File: config.mk
export PLATFORM = sky130hd
export DESIGN_NAME = psi_stream_accum
export DESIGN_NICKNAME = d
export VERILOG_FILES = /design/src/rtl/psi_stream_accum.sv
export SDC_FILE = /design/constraint.sdc
export NUM_CORES = 1
export LEC_CHECK = 0
export ABC_AREA = 1
export CORE_ASPECT_RATIO = 1.5
export CORE_MARGIN = 4
export CORE_UTILIZATION = 58
export DETAILED_ROUTE_END_ITERATION = 12
export PLACE_DENSITY_LB_ADDON = 0.1
export SLEW_MARGIN = 0
export SYNTH_ARGS = -nofsm -noshare
export SYNTH_HDL_FRONTEND = slang
export SYNTH_SLANG_ARGS = --single-unit
File: constraint.sdc
create_clock -name clk -period 10.39 [get_ports clk]
set_input_delay 2.078 -clock clk [delete_from_list [all_inputs] [get_ports clk]]
set_output_delay 2.078 -clock clk [all_outputs]
set_load 0.02 [all_outputs]
File: src/rtl/psi_stream_accum.sv
// Streaming set-intersection / set-union accumulator over N party bitmaps.
// Each party supplies K = B/W words; the combined bitmap and its popcount are presented on a valid/ready output.
module psi_stream_accum #(
    parameter int B = 16,
    parameter int N = 2,
    parameter int W = 8
) (
    input  logic                       clk,
    input  logic                       rst_n,
    input  logic                       mode,
    input  logic                       flush,
    input  logic                       in_valid,
    output logic                       in_ready,
    input  logic [W-1:0]               in_data,
    output logic                       out_valid,
    input  logic                       out_ready,
    output logic [B-1:0]               o,
    output logic [$clog2(B+1)-1:0]     o_count
);

    // state | meaning
    // IDLE  | waiting for the first beat of a run
    // LOAD  | collecting words, accumulator partially built
    // DONE  | result presented, waiting for the output handshake

    localparam int K  = B / W;
    localparam int KW = (K > 1) ? $clog2(K) : 1;
    localparam int PW = $clog2(N);
    localparam int CW = $clog2(B + 1);

    localparam logic [KW-1:0] WORD_LAST  = KW'(K - 1);
    localparam logic [PW-1:0] PARTY_LAST = PW'(N - 1);

    typedef enum logic [1:0] {
        IDLE = 2'd0,
        LOAD = 2'd1,
        DONE = 2'd2
    } state_t;

    state_t          state_q;
    state_t          state_d;
    logic            ready_q;
    logic            mode_q;
    logic [KW-1:0]   word_q;
    logic [PW-1:0]   party_q;
    logic [B-1:0]    acc_q;
    logic [B-1:0]    acc_next;
    logic [B-1:0]    o_q;
    logic [CW-1:0]   cnt_q;
    logic            accept;
    logic            last_beat;

    function automatic logic [CW-1:0] popcount(input logic [B-1:0] v);
        logic [CW-1:0] c;
        c = '0;
        for (int i = 0; i < B; i++) begin
            c = c + CW'(v[i]);
        end
        return c;
    endfunction

    // ready_q keeps in_ready low until the first edge after reset release
    assign in_ready  = ready_q && (state_q != DONE);
    assign out_valid = (state_q == DONE);
    assign o         = o_q;
    assign o_count   = cnt_q;

    // a beat coinciding with flush is discarded
    assign accept    = in_valid && in_ready && !flush;
    assign last_beat = (party_q == PARTY_LAST) && (word_q == WORD_LAST);

    always_comb begin
        acc_next = acc_q;
        for (int j = 0; j < K; j++) begin
            if (KW'(j) == word_q) begin
                if (party_q == '0) begin
                    acc_next[j*W +: W] = in_data;
                end else if (mode_q) begin
                    acc_next[j*W +: W] = acc_q[j*W +: W] | in_data;
                end else begin
                    acc_next[j*W +: W] = acc_q[j*W +: W] & in_data;
                end
            end
        end
    end

    always_ff @(posedge clk or negedge rst_n) begin
        if (!rst_n) begin
            state_q <= IDLE;
        end else begin
            state_q <= state_d;
        end
    end

    always_comb begin
        state_d = state_q;
        case (state_q)
            IDLE: begin
                if (accept) begin
                    state_d = LOAD;
                end
            end
            LOAD: begin
                if (accept && last_beat) begin
                    state_d = DONE;
                end
            end
            DONE: begin
                if (out_ready) begin
                    state_d = IDLE;
                end
            end
            default: state_d = IDLE;
        endcase
        if (flush) begin
            state_d = IDLE;
        end
    end

    always_ff @(posedge clk or negedge rst_n) begin
        if (!rst_n) begin
            ready_q <= 1'b0;
            mode_q  <= 1'b0;
            word_q  <= '0;
            party_q <= '0;
            acc_q   <= '0;
            o_q     <= '0;
            cnt_q   <= '0;
        end else begin
            ready_q <= 1'b1;
            if (flush) begin
                word_q  <= '0;
                party_q <= '0;
            end else if (accept) begin
                acc_q <= acc_next;
                if (state_q == IDLE) begin
                    mode_q <= mode;
                end
                if (last_beat) begin
                    word_q  <= '0;
                    party_q <= '0;
                    o_q     <= acc_next;
                    cnt_q   <= popcount(acc_next);
                end else if (word_q == WORD_LAST) begin
                    word_q  <= '0;
                    party_q <= party_q + 1'b1;
                end else begin
                    word_q <= word_q + 1'b1;
                end
            end else if (state_q == DONE && out_ready) begin
                word_q  <= '0;
                party_q <= '0;
            end
        end
    end

endmodule

=== After elaboration in Yosys (flattened, before gate mapping) ===
Cells that the tools add are included.

* $add $sub $neg: 17
* Multiply operators: 0
* Div/mod/pow operators: 0
* Magnitude comparators: 0
* Equality and inequality tests: 7
* Shift-type cells: 0
* Muxes and demuxes: 20
* Bitwise gates (word level): 5
* Reductions and logical operators: 14

{| class="wikitable"
|+ Operator list
! cell !! count
|-
| adder 5 x 1 -> 5 bit || 11
|-
| two-way mux 8 bit || 6
|-
| AND 8 bit || 2
|-
| OR 8 bit || 2
|-
| two-way mux 1 bit || 9
|-
| AND reduction 3 bit || 3
|-
| two-way mux 2 bit || 4
|-
| logical AND 1 bit || 6
|-
| != test 3 bit (second input constant) || 2
|-
| one-hot mux 2 bit (3 select lines) || 1
|-
| adder 4 x 1 -> 5 bit || 1
|-
| adder 3 x 1 -> 4 bit || 1
|-
| != test 4 x 3 -> 1 bit (second input constant) || 1
|-
| AND reduction 2 bit || 2
|-
| adder 2 x 1 -> 3 bit || 1
|-
| != test 3 x 2 -> 1 bit (second input constant) || 1
|-
| nonzero test 3 bit || 1
|-
| adder 1 bit (second input constant) || 2
|-
| adder 1 x 1 -> 2 bit || 1
|-
| equality test 2 x 1 -> 1 bit (second input constant) || 1
|-
| equality test 2 bit (second input constant) || 1
|-
| logical NOT 2 bit || 1
|-
| != test 2 bit (second input constant) || 1
|-
| logical NOT 1 bit || 1
|-
| inverter 1 bit || 1
|}

* Bits in registers: 43
* Bits in latches: 0
* Memory bits (writable): 0
* ROM bits: 0
* Bits of input ports: 14
* Output and inout port bits: 23
* Memories: 0

=== Logic depth before layout (Yosys ltp) ===
Gate-level depths: netlist (run 1).

* Word-level depth: 19
* Gate-level depth with buffers: 20
* Gate-level depth less buffers: 19

=== Least setup slack after synthesis (run 1) ===
No wires, ideal clock.

* Kind: input to register
* Start point: in in_data[1]
* End point: reg cnt_q[2], in the netlist o_count[2]
* Data arrival time: 5.382 ns
* Required time: 10.314 ns
* Setup slack: 4.932 ns
* Stages on the path: 17
* Path buffers: 0
* Cell sequence: nand2_1 nand3_1 nand3_1 o21ai_0 inv_1 fa_1 fa_1 inv_1 fa_1 inv_1 fa_1 inv_1 ha_1 inv_1 fa_1 xor2_1 o21ai_1

* Cells in the longest elaborated chain, start to end: 19

{| class="wikitable"
|+ Ends and longest elaborated chain
! item !! line !! text
|-
| start: declaration || 14 || <nowiki>input logic [W-1:0] in_data,</nowiki>
|-
| AND 8 bit / OR 8 bit (equally long branches) || 81, 79 ||
|-
| two-way mux 8 bit || 78 || <nowiki>end else if (mode_q) begin</nowiki>
|-
| two-way mux 8 bit || 76 || <nowiki>if (party_q == '0) begin</nowiki>
|-
| two-way mux 8 bit || 75 || <nowiki>if (KW'(j) == word_q) begin</nowiki>
|-
| adder 1 x 1 -> 2 bit || 57 || <nowiki>c = c + CW'(v[i]);</nowiki>
|-
| adder 2 x 1 -> 3 bit || 57 ||
|-
| adder 3 x 1 -> 4 bit || 57 ||
|-
| adder 4 x 1 -> 5 bit || 57 ||
|-
| adder 5 x 1 -> 5 bit (4 in a row) || 57 ||
|-
| adder 5 x 1 -> 5 bit * (7 in a row) || 57 ||
|-
| end signal: assignment || 143 || <nowiki>cnt_q <= popcount(acc_next);</nowiki>
|-
| end: declaration || 49 || <nowiki>logic [CW-1:0] cnt_q;</nowiki>
|}

Mark *: on every way between the ends. The rest lies on a longest branch, timed or not.
A chain may end at the register's enable or synchronous reset.

=== Worst setup path after layout (run 1) ===
Ends and elaborated chain as after synthesis.

==> reports/summary.md, run 1 <==
The flow ran to the end, and the final reports show no timing, DRC or antenna violations. The final count of hold timing violations was 0; the number of cell rows was 29. In the layout the commonest cells are sky130_fd_sc_hd__nand2_1 (119), sky130_fd_sc_hd__dfrtp_1 (43), sky130_fd_sc_hd__clkdlybuf4s50_1 (35), sky130_fd_sc_hd__inv_1 (30), sky130_fd_sc_hd__nand3_1 (11). Static leakage: 1.50 nW. TritonCTS built the clock tree.

Data on the critical path is required at its endpoint by 10.60 ns. The type of destination of the critical path is a flip-flop. For this run, the top clock speed supported by timing is 172 MHz. The detailed router finished its first iteration with 63 violations. The via count of the first global-routing pass came out at 1,864.

The final antenna-violating net count came out at 0. The number of sinks on the clock net is 43. The number of antenna diodes in the final layout is 0.

Entering global routing, the biggest net connects 44 pins. Data on the critical path arrives at its endpoint at 6.03 ns. The clock network latency to the later pin of the worst-skew pair was 0.29 ns. Once detailed placement completed, the half-perimeter wirelength came to 3630 microns. The run gives 0.00706 ns as the worst setup skew after layout. Max-cap violations in this run came to 0.

Global routing consumed, over all layers together, 21.0% of the routing resources. The worst min-delay path category is reg2reg. Buffers added to address setup during post-CTS repair amount to 0. The clock passes through at most 2 buffers. For the sequential area share after synthesis, the log shows 43.0%. The critical path is of the in2reg type.

The kind of launch point of the worst setup path is an input pin. After detailed routing, the total wire length is 4930 microns. After synthesis, the mean cell area works out to 8.32 sq um. The floorplan step defined a die boundary enclosing 0.00546 sq mm. The H-tree generated during clock tree synthesis spans 2 levels. In the routed design, unresolved DRC markers number 0. Mean number of vias per cell: 5.09. At the pin with the least slew margin, the transition time is 0.958 ns. Setup repair after global routing left no endpoint under its margin.

The layout has 348 filler cells. After synthesis, the cell types taking the most area are sky130_fd_sc_hd__dfrtp_1 (43%), sky130_fd_sc_hd__nand2_1 (18%), sky130_fd_sc_hd__fa_1 (8.0%). Post-CTS repair changed the size of 0 cells.

At the end of routability-driven placement, the weighted congestion stood at 0.850. The design draws 546 uW. Yosys mapped the design onto 26 distinct sky130hd cell types.

After technology mapping, the gate count stands at 301. After detailed routing, the average wire length per cell comes to 13.0 microns. The y dimension of the die was 88.5 microns; the register bit total from synthesis was 43. The critical-path maximum fanout is 3.

Setup violations remaining at the end of the flow were counted as 0. Dividing the final minimum period by the clock period gives 56.1%. The number of nets in the synthesized netlist is 330. The clock edge transition at the registers on the reported setup and hold paths is 0.07 ns, and the number of buffers inserted during clock tree synthesis is 5. The routed design could run at a clock period as short as 5.83 ns.

From synthesis to final layout, the design area changed by 16.5%. The detailed router placed 1,934 vias in this run. Input and output buffers added on the ports amount to 36. Power spread over the standard cell area amounts to 187 mW/mm^2. The cell accounting for the most synthesized area is sky130_fd_sc_hd__dfrtp_1.

The first TritonRoute pass finished after 5 iterations. After global routing the overflow that remains totals 0. After floorplanning, the core was sized to cover 0.00421 sq mm. Number of I/O pins: 37. The tools report the cell chosen for the clock root as sky130_fd_sc_hd__clkbuf_8.

The library cell used most frequently in the layout, excluding fill and tap cells, is sky130_fd_sc_hd__nand2_1. In this run the biggest area consumer among cell types represents 43.0% of the synthesized area. The worst hold slack after final layout is 0.477 ns. The die is 61.7 microns wide. The net total in the final layout is 364, and the final max-slew violation count is 0. The number of buffers inserted for hold repair after clock tree synthesis is 0. The effective utilization at floorplan is 59.5%, and the initial antenna violation count is 0. The run gives 0.182 mV as the worst IR drop on VDD. Measured against its own limit, the worst slew margin works out to 36.1%.

The share of layout cells above drive strength 1 was 12.9%. The run gives 8420 microns as the global-route wire length before repair. The mapped cell area was 0.00250 sq mm; the sum of negative setup slack was 0 ns. Yosys warning count: 0.
==> Yosys cell counts <==
master	instances
sky130_fd_sc_hd__o21ai_2	10
sky130_fd_sc_hd__buf_2	3
sky130_fd_sc_hd__fa_1	10
sky130_fd_sc_hd__nand2_2	5
sky130_fd_sc_hd__nand2_1	119
sky130_fd_sc_hd__o21ai_1	10
sky130_fd_sc_hd__a21oi_1	9
sky130_fd_sc_hd__conb_1	1
sky130_fd_sc_hd__nand4_4	1
sky130_fd_sc_hd__a21oi_2	1
sky130_fd_sc_hd__nor3_1	1
sky130_fd_sc_hd__dfrtp_1	43
sky130_fd_sc_hd__o21bai_1	1
sky130_fd_sc_hd__buf_6	3
sky130_fd_sc_hd__inv_1	30
sky130_fd_sc_hd__nor2_8	2
sky130_fd_sc_hd__ha_1	5
sky130_fd_sc_hd__nor2_2	10
sky130_fd_sc_hd__xor2_1	1
sky130_fd_sc_hd__nand3_1	11
sky130_fd_sc_hd__inv_2	5
sky130_fd_sc_hd__buf_4	3
sky130_fd_sc_hd__o21ai_0	7
sky130_fd_sc_hd__or2_2	1
sky130_fd_sc_hd__nor2_4	2
sky130_fd_sc_hd__nor2_1	7
==> registers in the layout, summed over array words and instances (netlist names) <==
register / cells
o: 16
state_q: 2
word_q: 1
acc_q: 16
o_count: 5
ready_q: 1
mode_q: 1
party_q: 1
==> worst paths after layout <==
path / start / endpoint / slack, ns / cells past startpoint
max in group asynchronous: rst_n / o[10]$_DFFE_PN0P_ / 7.86 / 1
worst max register to register: word_q$_DFFE_PN0P_ / o_count[2]$_DFFE_PN0P_ / 5.99 / 15
worst max-delay path: in_data[1] / o_count[2]$_DFFE_PN0P_ / 4.56 / 18
worst min-delay path: o[2]$_DFFE_PN0P_ / o[2]$_DFFE_PN0P_ / 0.48 / 2
min in group asynchronous: rst_n / acc_q[6]$_DFFE_PN0P_ / 1.93 / 1
worst min register to register: o[2]$_DFFE_PN0P_ / o[2]$_DFFE_PN0P_ / 0.48 / 2
==> layout make-up <==
| cell class | count | area, sq um | share of cell area (%) |
|---|---|---|---|
| Multi-Input combinational cell | 214 | 1230 | 42.0 |
| Sequential cell | 43 | 1080 | 36.9 |
| Tap cell | 46 | 57.6 | 1.97 |
| Inverter | 35 | 131 | 4.50 |
| Clock buffer | 6 | 72.6 | 2.49 |
| Timing Repair Buffer | 36 | 355 | 12.2 |
==> cells by family (layout without fill, tap and decap cells) <==
family | count (synthesis) | count (layout) | synth area share (%)
AOI/OAI and AO/OA | 38 | 38 | 9.34
and+or+nand+nor | 159 | 159 | 28.6
adders and majority gates | 15 | 15 | 10.5
other | 1 | 1 | 0.150
DFF | 43 | 43 | 43.0
buffers and inverters | 44 | 77 | 8.09
xor gates and xnor gates | 1 | 1 | 0.350
==> where the power goes <==
part           total (mW)  internal [mW]  switching (mW)
Sequential          0.207          0.189          0.0176
Combinational       0.243          0.104           0.139
Clock              0.0970         0.0448          0.0522
==> routing by layer <==
layer  wire length [microns]  track usage (%)  share of wire (%)  up-vias
li1                        -                -                  -      994
met1                    2020             24.5                 41      892
met2                    2580             35.7                 52       36
met3                     194             4.82                3.9       12
met4                     131             9.07                2.7        0
met5                       0                0                  0        -
==> through the flow <==
step | cells | cell area (sq um) | util (%) | worst slack, ns
final | 380 | 2920 | 69.4 | 4.56
after detailed placement | 374 | 2850 | 67.6 | 4.28
after floorplan | 301 | 2500 | - | 4.93
after global placement | 374 | 2850 | 67.6 | 4.33
after global routing | 380 | 2920 | 69.4 | 4.25
after CTS | 380 | 2920 | 69.4 | 4.58
==> critical path: stages <==
cell,delay [ns]
sky130_fd_sc_hd__clkdlybuf4s50_1,0.47
sky130_fd_sc_hd__nand2_1,0.07
sky130_fd_sc_hd__nand3_1,0.09
sky130_fd_sc_hd__nand3_1,0.06
sky130_fd_sc_hd__o21ai_0,0.16
sky130_fd_sc_hd__inv_1,0.10
sky130_fd_sc_hd__fa_1,0.47
sky130_fd_sc_hd__fa_1,0.54
sky130_fd_sc_hd__inv_1,0.05
sky130_fd_sc_hd__fa_1,0.49
sky130_fd_sc_hd__inv_1,0.05
sky130_fd_sc_hd__fa_1,0.44
sky130_fd_sc_hd__inv_1,0.07
sky130_fd_sc_hd__ha_1,0.16
sky130_fd_sc_hd__inv_1,0.05
sky130_fd_sc_hd__fa_1,0.39
sky130_fd_sc_hd__xor2_1,0.17
sky130_fd_sc_hd__o21ai_1,0.12
No activity file was read; power rests on OpenSTA's default activity.
==> inputs of run 2 (changes only) <==
--- a/config.mk
+++ b/config.mk
@@ -8,7 +8,7 @@
 export ABC_AREA = 1
 export CORE_ASPECT_RATIO = 1.5
 export CORE_MARGIN = 4
-export CORE_UTILIZATION = 58
+export CORE_UTILIZATION = 54
 export DETAILED_ROUTE_END_ITERATION = 12
 export PLACE_DENSITY_LB_ADDON = 0.1
 export SLEW_MARGIN = 0
==> constraint.sdc (replaced) <==
create_clock -name clk -period 5.94 [get_ports clk]
set_input_delay 1.188 -clock clk [delete_from_list [all_inputs] [get_ports clk]]
set_output_delay 1.188 -clock clk [all_outputs]
set_load 0.02 [all_outputs]
==> reports/summary.md, run 2 (synthesis gave the netlist of run 1 again) <==
The run finished with clean final reports. In the final routed layout, each cell accounts on average for 13.0 microns. In this run the power density over the cells is 338 mW/mm^2. In this run the deepest clock path goes through 2 buffers.

STA puts the critical path data arrival time at 5.17 ns. The worst path uses 83.5% of the clock period. STA classifies the critical path endpoint as a flip-flop. In the final timing run, aggregate negative setup slack is 0 ns. For the total track usage, the log shows 19.7%. The critical-path maximum fanout works out to 3. Subtracting the final worst setup slack from the clock period gives 4.96 ns. The worst pin sits at a relative slew slack of 35.2%. In the layout the commonest cells are sky130_fd_sc_hd__nand2_1 (119), sky130_fd_sc_hd__dfrtp_1 (43), sky130_fd_sc_hd__clkdlybuf4s50_1 (35), sky130_fd_sc_hd__inv_1 (30), sky130_fd_sc_hd__nand3_1 (11). The global-route wire length before repair is 8970 microns, and the transition time at the pin with the least slew margin is 0.972 ns. In this run the standard cell core region covers 0.00450 sq mm. CTS built an H-tree with a depth of 2.

The logs give 1,912 for the via count of the first global-routing pass and 992 uW for the total power consumption of the routed design. The worst min-delay path category is reg2reg. Measured along the x axis, the die boundary spans 63.6 microns. Setup violations remaining at the end of the flow were counted as 0. The final count of hold timing violations is 0, and the y dimension of the die is 91.4 microns.

The detailed router placed 1,933 vias in this run. Cells with a size suffix above 1 make up 13.4% of the layout. The synthesis-to-finish area growth works out to 17.2%. The kind of launch point of the worst setup path was an input pin.

TritonCTS built the clock tree. The highest attainable clock frequency is 202 MHz, and the worst endpoint required time is 6.16 ns. Across the run, the number of max-cap violations was 0.

The wire length reported by the detailed router came out at 4990 microns. Buffers inserted during clock tree synthesis total 5. Port buffering added 36 buffers. Leaving out fill and tap cells, the most frequent cell in the layout is sky130_fd_sc_hd__nand2_1. IR analysis of the VDD net gives a maximum drop of 0.167 mV.

The final max-slew violation count is 0, and the initial antenna violation count is 0. The tree built by TritonCTS fans out to 43 sinks. After clock tree synthesis, the repair step resized 0 gates.

Entering global routing, the biggest net connects 44 pins. Once detail routing completed, the nets flagged for antenna violations numbered 0. Delay contributed by the slowest stage of the critical path: 0.50 ns.

For the weighted congestion at the end of routability-driven global placement, the log shows 0.844. The filler cells instantiated in the layout total 416. Clock tree synthesis selected as its root buffer the cell sky130_fd_sc_hd__clkbuf_8.

The logs give 0.00108 sq mm for the register area and 0 for the overall overflow remaining after global route. Iteration-0 DRC count of the detailed router: 76. Among all stages on the critical path, the largest delay is contributed by sky130_fd_sc_hd__fa_1.

For the area of combinational cells with multiple inputs, the log shows 0.00123 sq mm. For this run, design rule violations remaining after detail routing come to 0. The setup path with the least slack is of type in2reg. The total half-perimeter wirelength after legalization and detailed placement is 3660 microns, and the number of cell rows is 30. Setup repair after global routing left no endpoint under its margin. For this design the static power due to leakage is 1.51 nW.

The floorplan step defined a die boundary enclosing 0.00581 sq mm. Traced cell by cell, the critical path runs through clkdlybuf4s50_1, o21ai_0, nand2_1, nand2_1, nand2_1, fa_1, inv_1, fa_1, inv_1, fa_1, inv_1, fa_1, inv_1, ha_1, inv_1, fa_1, nor2_1, a21oi_1, o21ai_1. The logs give 37 for the number of I/O pins and 55.6% for the effective utilization at floorplan. The logs give 4 for the number of iterations in the first detailed-routing pass and 0.30 ns for the clock network latency to the later pin of the worst-skew pair.

For the final database, setup skew stands at 0.00908 ns. In this run the post-CTS setup repair buffer count came out at 0. The net total in the final layout is 364. Number of inserted diodes: 0. In the routed layout, each cell is associated on average with a via count of 5.05. In this run, post-CTS hold repair placed 0 buffers. Clock edge transition at the registers on the reported setup and hold paths: 0.08 ns.
## run 2: layer usage
layer | global-route usage (%) | share of wire (%) | wire [microns]
met5 | 0 | 0 | 0
met4 | 9.01 | 2.4 | 119
met3 | 3.59 | 3.5 | 175
met2 | 32.6 | 51 | 2530
met1 | 24.7 | 43 | 2160
## run 2: critical path, delay by kind of cell
kind | cells | cell delay [ns]
compound gates | 3 | 0.43
fa+ha+maj | 6 | 2.48
buf+inv | 6 | 0.73
simple gates | 4 | 0.35
## run 2: metrics by stage
stage / hold slack (ns) / instance area [sq um] / setup WS (ns) / utilization, % / std cells
after floorplan: 0.443 / 2500 / 1.37 / - / 301
final: 0.473 / 2940 / 0.982 / 65.2 / 383
after global placement: 0.456 / 2850 / 0.771 / 63.2 / 376
after detailed placement: 0.458 / 2850 / 0.682 / 63.2 / 376
after CTS: 0.477 / 2940 / 1.00 / 65.2 / 383
after global routing: 0.507 / 2940 / 0.601 / 65.2 / 383
## run 2: power breakdown
part           internal [mW]  switching (mW)
Clock                 0.0913          0.0988
Combinational          0.188           0.253
Sequential             0.331          0.0302
Total                  0.610           0.382
## run 2: cell type report
| type | instances | area share, % |
|---|---|---|
| multi-input cells | 214 | 41.8 |
| flip-flops and latches | 43 | 36.6 |
| repair buffers | 36 | 12.1 |
| inverters | 35 | 4.47 |
| clock buffers | 6 | 2.81 |
| well taps | 48 | 2.05 |
| clock inverters | 1 | 0.170 |
## run 2: path summary, 6_finish.rpt
path	startpoint	endpoint	slack (ns)	depth (start not counted)
min in group asynchronous	rst_n	acc_q[6]$_DFFE_PN0P_	1.04	1
setup reg to reg	word_q$_DFFE_PN0P_	o_count[4]$_DFFE_PN0P_	1.44	18
max in group asynchronous	rst_n	o[5]$_DFFE_PN0P_	4.29	1
setup / recovery	in_data[7]	o_count[4]$_DFFE_PN0P_	0.98	19
hold / removal	o[13]$_DFFE_PN0P_	o[13]$_DFFE_PN0P_	0.47	2
hold reg to reg	o[13]$_DFFE_PN0P_	o[13]$_DFFE_PN0P_	0.47	2
